### config.mk
export PLATFORM = sky130hd
export DESIGN_NAME = seq_pattern_tx_flat
export DESIGN_NICKNAME = d
export VERILOG_FILES = /design/src/rtl/seq_pattern_tx_pkg.sv /design/src/rtl/seq_pattern_tx_if.sv /design/src/rtl/seq_pattern_tx_hist.sv /design/src/rtl/seq_pattern_tx.sv /design/src/flat_wrapper.sv
export SDC_FILE = /design/constraint.sdc
export NUM_CORES = 1
export LEC_CHECK = 0
export BUFFER_PORTS_ARGS = -buffer_cell sky130_fd_sc_hd__buf_2
export CAP_MARGIN = 20
export CORE_MARGIN = 5
export CORE_UTILIZATION = 52
export DETAILED_ROUTE_END_ITERATION = 16
export PLACE_DENSITY_LB_ADDON = 0.25
export SYNTH_ARGS = -nofsm -noshare
export SYNTH_HDL_FRONTEND = slang
export SYNTH_SLANG_ARGS = --single-unit
### constraint.sdc
create_clock -name clk -period 1.8 [get_ports clk]
set_input_delay 0.09 -clock clk [delete_from_list [all_inputs] [get_ports clk]]
set_output_delay 0.09 -clock clk [all_outputs]
set_load 0.01 [all_outputs]
### src/rtl/seq_pattern_tx_pkg.sv
// Shared types and constants for the 1101 pattern transmitter and its
// reference hit tracker.
`timescale 1ns/1ps
package seq_pkg;

    typedef enum logic [1:0] {
        ST_IDLE,
        ST_SHIFT,
        ST_GAP
    } tx_state_t;

    localparam int                 DET_LEN     = 4;
    localparam logic [DET_LEN-1:0] DET_PATTERN = 4'b1101;

endpackage

### src/rtl/seq_pattern_tx_if.sv
// Load/ready word handshake plus the serial stream and reference-detect outputs.
`timescale 1ns/1ps
interface seq_pattern_tx_if #(
    parameter int WIDTH = 8,
    parameter int CNT_W = 16
) ();

    logic             load;
    logic [WIDTH-1:0] data;
    logic             ready;
    logic             dout;
    logic             valid;
    logic             exp_det;
    logic [CNT_W-1:0] hit_cnt;

    modport master (output load, data, input ready, dout, valid, exp_det, hit_cnt);
    modport slave  (input load, data, output ready, dout, valid, exp_det, hit_cnt);

endinterface

### src/rtl/seq_pattern_tx_hist.sv
// Shadows the overlapping Mealy detector: keeps the last DET_LEN-1 serial bits,
// flags the bit that completes the pattern and counts those flags.
`timescale 1ns/1ps
module seq_hist_tracker
    import seq_pkg::*;
#(
    parameter int                 CNT_W   = 16,
    parameter logic [DET_LEN-1:0] PATTERN = DET_PATTERN
) (
    input  logic             clk,
    input  logic             reset,
    input  logic             dout,
    output logic             exp_det,
    output logic [CNT_W-1:0] hit_cnt
);

    logic [DET_LEN-2:0] hist;

    // Mealy view: the current bit completes the match in the same cycle.
    assign exp_det = (dout == PATTERN[0]) && (hist == PATTERN[DET_LEN-1:1]);

    // NOTE: an asynchronous reset belongs in the sensitivity list; state
    // updates use non-blocking assignments so every flop samples pre-edge values.
    always_ff @(posedge clk or posedge reset) begin
        if (reset) begin
            hist    <= '0;
            hit_cnt <= '0;
        end else begin
            hist <= {hist[DET_LEN-3:0], dout};
            if (exp_det)
                hit_cnt <= hit_cnt + 1'b1;
        end
    end

endmodule

### src/rtl/seq_pattern_tx.sv
// Serial pattern transmitter: accepts words on load/ready, shifts them out
// MSB-first with an optional idle gap, and drives a reference detect stream.
`timescale 1ns/1ps
module seq_pattern_tx
    import seq_pkg::*;
#(
    parameter int WIDTH = 8,
    parameter int GAP   = 0,
    parameter int CNT_W = 16
) (
    input  logic           clk,
    input  logic           reset,
    seq_pattern_tx_if.slave bus
);

    localparam int BIT_W = $clog2(WIDTH);
    localparam int GAP_W = (GAP > 1) ? $clog2(GAP) : 1;
    localparam logic [BIT_W-1:0] LAST_BIT = BIT_W'(WIDTH - 1);
    localparam logic [GAP_W-1:0] LAST_GAP = GAP_W'((GAP > 0) ? GAP - 1 : 0);

    tx_state_t        state;
    logic [WIDTH-1:0] sreg;
    logic [BIT_W-1:0] bit_cnt;
    logic [GAP_W-1:0] gap_cnt;
    logic             dout_q;
    logic             valid_q;
    logic             last_bit;
    logic             last_gap;
    logic             accept;

    assign last_bit  = (state == ST_SHIFT) && (bit_cnt == LAST_BIT);
    assign last_gap  = (state == ST_GAP) && (gap_cnt == LAST_GAP);
    assign bus.ready = (state == ST_IDLE) || (last_bit && (GAP == 0)) || last_gap;
    assign accept    = bus.load && bus.ready;
    assign bus.dout  = dout_q;
    assign bus.valid = valid_q;

    always_ff @(posedge clk or posedge reset) begin
        if (reset) begin
            state   <= ST_IDLE;
            sreg    <= '0;
            bit_cnt <= '0;
            gap_cnt <= '0;
            dout_q  <= 1'b0;
            valid_q <= 1'b0;
        end else begin
            case (state)
                ST_IDLE: ;
                ST_SHIFT: begin
                    if (!last_bit) begin
                        sreg    <= sreg << 1;
                        bit_cnt <= bit_cnt + 1'b1;
                        dout_q  <= sreg[WIDTH-2];
                    end else if (GAP > 0) begin
                        state   <= ST_GAP;
                        gap_cnt <= '0;
                        dout_q  <= 1'b0;
                        valid_q <= 1'b0;
                    end else if (!accept) begin
                        state   <= ST_IDLE;
                        dout_q  <= 1'b0;
                        valid_q <= 1'b0;
                    end
                end
                ST_GAP: begin
                    if (!last_gap)
                        gap_cnt <= gap_cnt + 1'b1;
                    else if (!accept)
                        state <= ST_IDLE;
                end
                default: state <= ST_IDLE;
            endcase

            // An accepted word overrides whatever the current state decided.
            if (accept) begin
                state   <= ST_SHIFT;
                sreg    <= bus.data;
                bit_cnt <= '0;
                dout_q  <= bus.data[WIDTH-1];
                valid_q <= 1'b1;
            end
        end
    end

    seq_hist_tracker #(
        .CNT_W  (CNT_W),
        .PATTERN(DET_PATTERN)
    ) u_hist (
        .clk    (clk),
        .reset  (reset),
        .dout   (dout_q),
        .exp_det(bus.exp_det),
        .hit_cnt(bus.hit_cnt)
    );

endmodule
### src/flat_wrapper.sv
// flat-port wrapper written by rule: the top's interface ports become plain ports
module seq_pattern_tx_flat import seq_pkg::*;
#(
    parameter int WIDTH = 8,
    parameter int GAP   = 0,
    parameter int CNT_W = 16
)
  (clk, reset, bus_load, bus_data, bus_ready, bus_dout, bus_valid, bus_exp_det, bus_hit_cnt);
  seq_pattern_tx_if #(.WIDTH(WIDTH), .CNT_W(CNT_W)) bus_i ();
  input  logic clk;
  input  logic reset;
  input wire logic [$bits(bus_i.load)-1:0] bus_load;
  input wire logic [$bits(bus_i.data)-1:0] bus_data;
  output wire logic [$bits(bus_i.ready)-1:0] bus_ready;
  output wire logic [$bits(bus_i.dout)-1:0] bus_dout;
  output wire logic [$bits(bus_i.valid)-1:0] bus_valid;
  output wire logic [$bits(bus_i.exp_det)-1:0] bus_exp_det;
  output wire logic [$bits(bus_i.hit_cnt)-1:0] bus_hit_cnt;
  assign bus_i.load = bus_load;
  assign bus_i.data = bus_data;
  assign bus_ready = bus_i.ready;
  assign bus_dout = bus_i.dout;
  assign bus_valid = bus_i.valid;
  assign bus_exp_det = bus_i.exp_det;
  assign bus_hit_cnt = bus_i.hit_cnt;
  seq_pattern_tx #(.WIDTH(WIDTH), .GAP(GAP), .CNT_W(CNT_W)) u_core (.clk(clk), .reset(reset), .bus(bus_i));
endmodule
==> metrics.txt <==
post-synthesis register bit count=31; Finished Layout Cells=between 150 and 200; # rows=18; H-Tree Depth=2; syn avg cell area=about 12 um^2; fmax=between 500 and 600 MHz; total gr overflow=0; Fin. Hold Viols=0; adder-cell share of the synthesized area=0.02799; Worst-Margin Slew=about 0.4 ns; final setup fails=0; Synthesis Warnings=0; Critical Path Start Type=flip-flop; Cell Area, Placed=0.001515 mm^2; # DRC=0; power per cell area=1160 mW/mm^2; vias per inst=5.254; clk_lat worst skew=between 0.3 and 0.4 ns; Final WS setup=about 0.079 ns; DRT antenna net count=0; Inserted Clock Buffers=5; static leakage=between 0.0008 and 0.0009 uW; reg-to-reg startpoint=u_core.u_hist.hist[0]$_DFF_PP0_; fill count=~210; worst slack, placed=0.2620 ns; RePlAce Congestion=about 0.73; average wire per standard cell=13.65 um; Final min period=between 1.5 and 2 ns; crit path launch=u_core.bit_cnt[0]$_DFFE_PP0P_; Cell variety after synth=25; status=finished, final reports clean; CTS sink cnt=31; cell area after layout=0.001633 mm^2; DRT met1 WL=between 900 and 1000 um; Worst Path Class, Setup=flip-flop to output pin; WL final=2471 um; Register Area=775.7 um^2; Hold Crit Start=bus_data[6]; mux share of post-synthesis cell area=0.07556; DRT Pass-1 Iters=4; first-pass GRT wire length=around 4000 um; DR vias=~950; Crit path arrival time=about 1.6 ns; Antenna diodes=0; met2 wire len=~1200 um; main combinational cell family by area after synthesis=simple AND/OR/NAND/NOR gates; Core Area=approximately 0.0025 mm^2; vias in the first global route=a little over 900; final slew viol count=0; synth-to-layout area growth=21.74%; sequential fraction of the synthesis area=0.5784; Max Cap Violations=0; antenna violations before repair=0; root buffer cell=clkbuf_4; CP required=approximately 1.7 ns; hold crit path type=input pin to flip-flop; simple-gate share of the synthesized area=0.1418; Reg clk slew, reported paths=roughly 0.090 ns; Compound-Gate Fraction of Synth Area=0.04011; chip height=roughly 61 um; Setup crit end kind=output pin; syn_nets=125; clk buf depth=2; area of the multi-input gates=about 520 um^2; nets=between 150 and 200; Starting Density=0.5414; Cell Area, Synth=roughly 0.0013 mm^2; io pins=31; share of cells above drive strength 1=0.3113; largest net degree at the start of global routing=32; CTS tree=yes; Placed Cells=~170; uppermost routed layer=met4; Crit Path Max Fanout=3; Tcrit/Tclk final=0.9559; GRT Resource Usage Total=0.1515; xor/xnor share of the synthesized area=0.1035; Power, Total=approximately 1900 uW; clock skew=0.006008 ns; Relative slew margins=0.7392; DRT iter0 DRCs=47; die area=~0.0037 mm^2; Buffers on Ports=30; Die Wd=a little over 60 um; Worst IR Drop VDD=about 0.9 mV; Mapped Cells=roughly 110; met3 wire length=196 um
## state kept, by name, summed over array words and instances, names as in the netlist
name and cells:
u_core.u_hist.hist 3, u_core.u_hist.hit_cnt 16, u_core.sreg 7, u_core.bus.dout 1
u_core.state 1, u_core.bit_cnt 3
## worst paths after layout
kind                                                               to  slack (ns)  cells past startpoint
worst max-delay path                                        bus_ready        0.08                      6
worst min-delay path                       u_core.sreg[6]$_DFFE_PP0P_        0.05                      3
worst max register to register   u_core.u_hist.hit_cnt[5]$_DFFE_PP0P_        0.26                      4
worst min register to register        u_core.u_hist.hist[1]$_DFF_PP0_        0.38                      0
max in group asynchronous       u_core.u_hist.hit_cnt[12]$_DFFE_PP0P_        1.13                      4
min in group asynchronous        u_core.u_hist.hit_cnt[0]$_DFFE_PP0P_        0.39                      4
## cell usage in the layout, fill, tap and decap left out, types with 2 or more instances in the layout
| cell | instances |
|---|---|
| ha_1 | 3 |
| xor2_1 | 2 |
| dlygate4sd3_1 | 2 |
| buf_4 | 5 |
| dfrtp_1 | 31 |
| xnor2_1 | 12 |
| nand2_1 | 12 |
| and4_1 | 3 |
| clkbuf_8 | 2 |
| and3_1 | 3 |
| inv_1 | 2 |
| mux2i_1 | 9 |
| clkbuf_4 | 5 |
| o21ai_0 | 9 |
| buf_2 | 30 |
| nand2b_1 | 3 |
| nand4_1 | 3 |
| nand3_1 | 5 |
## what timing repair did
| item | in CTS | in global routing |
|---|---|---|
| cloned | 0 | 0 |
| buffers inserted | 0 | 3 |
| hold endpoints to repair | 32 | 0 |
| endpoints found under the setup margin | 1 | 1 |
| resized for setup | 1 | 1 |
| pin swaps | 0 | 0 |
| hold buffers | 2 | 0 |
## layout make-up
| class | count | area share |
|---|---|---|
| tap | 30 | 0.02299 |
| multi-input combinational | 72 | 0.3211 |
| clock buffer | 8 | 0.04215 |
| timing repair buffer | 38 | 0.1341 |
| sequential | 31 | 0.4751 |
| inverter | 2 | 0.004598 |
## per-stage QoR
stage / TNS [ns] / hold WS [ns] / util
6_report: 0 / 0.04672 / 0.6591
5_1_grt: -0.001826 / 0.02853 / 0.6591
3_5_place_dp: 0 / 0.1886 / 0.6116
2_1_floorplan: 0 / 0.1935 / -
4_1_cts: 0 / 0.03664 / 0.6485
3_3_place_gp: 0 / 0.1800 / 0.6116
## worst max-delay path, stage by stage (launching register included)
cell and delay (ns):
dfrtp_1 0.39, ha_1 0.20, ha_1 0.23, nor2b_2 0.18, buf_6 0.12, inv_1 0.05, buf_2 0.14
## report_power, final
part           internal (uW)  leakage [uW]  total [uW]  switching [uW]
logic                    243      0.000415         491             248
registers                846      0.000413         938            91.8
clock network            230     0.0000386         465             235
## synth_stat cells, drive strengths merged
cell type	n	area share
a32oi	1	0.0065
inv	2	0.0056
buf	4	0.021
nor2b	1	0.0047
dfrtp	31	0.58
xnor2	12	0.078
nand2	12	0.034
mux2	1	0.0084
nand3	5	0.019
clkbuf	2	0.0056
nand2b	3	0.014
mux2i	9	0.067
and4b	1	0.0075
and4	3	0.020
xor2	3	0.025
and2	1	0.0047
ha	3	0.028
o21ai	9	0.034
nor2	1	0.0028
and3	4	0.022
nand4	3	0.014
## per-layer routing
metal  vias up  GRT usage
li1        457          -
met1       457     0.1757
met4         0    0.05573
met3        10    0.06596
met5         -          0
met2        27     0.2489
## cells by family after synthesis
kind of cell,after synthesis
buf+inv,8
simple gates,34
mux,10
fa+ha+maj,3
xor+xnor,15
compound gates,10
flops,31
No activity file was read; power rests on OpenSTA's default activity.
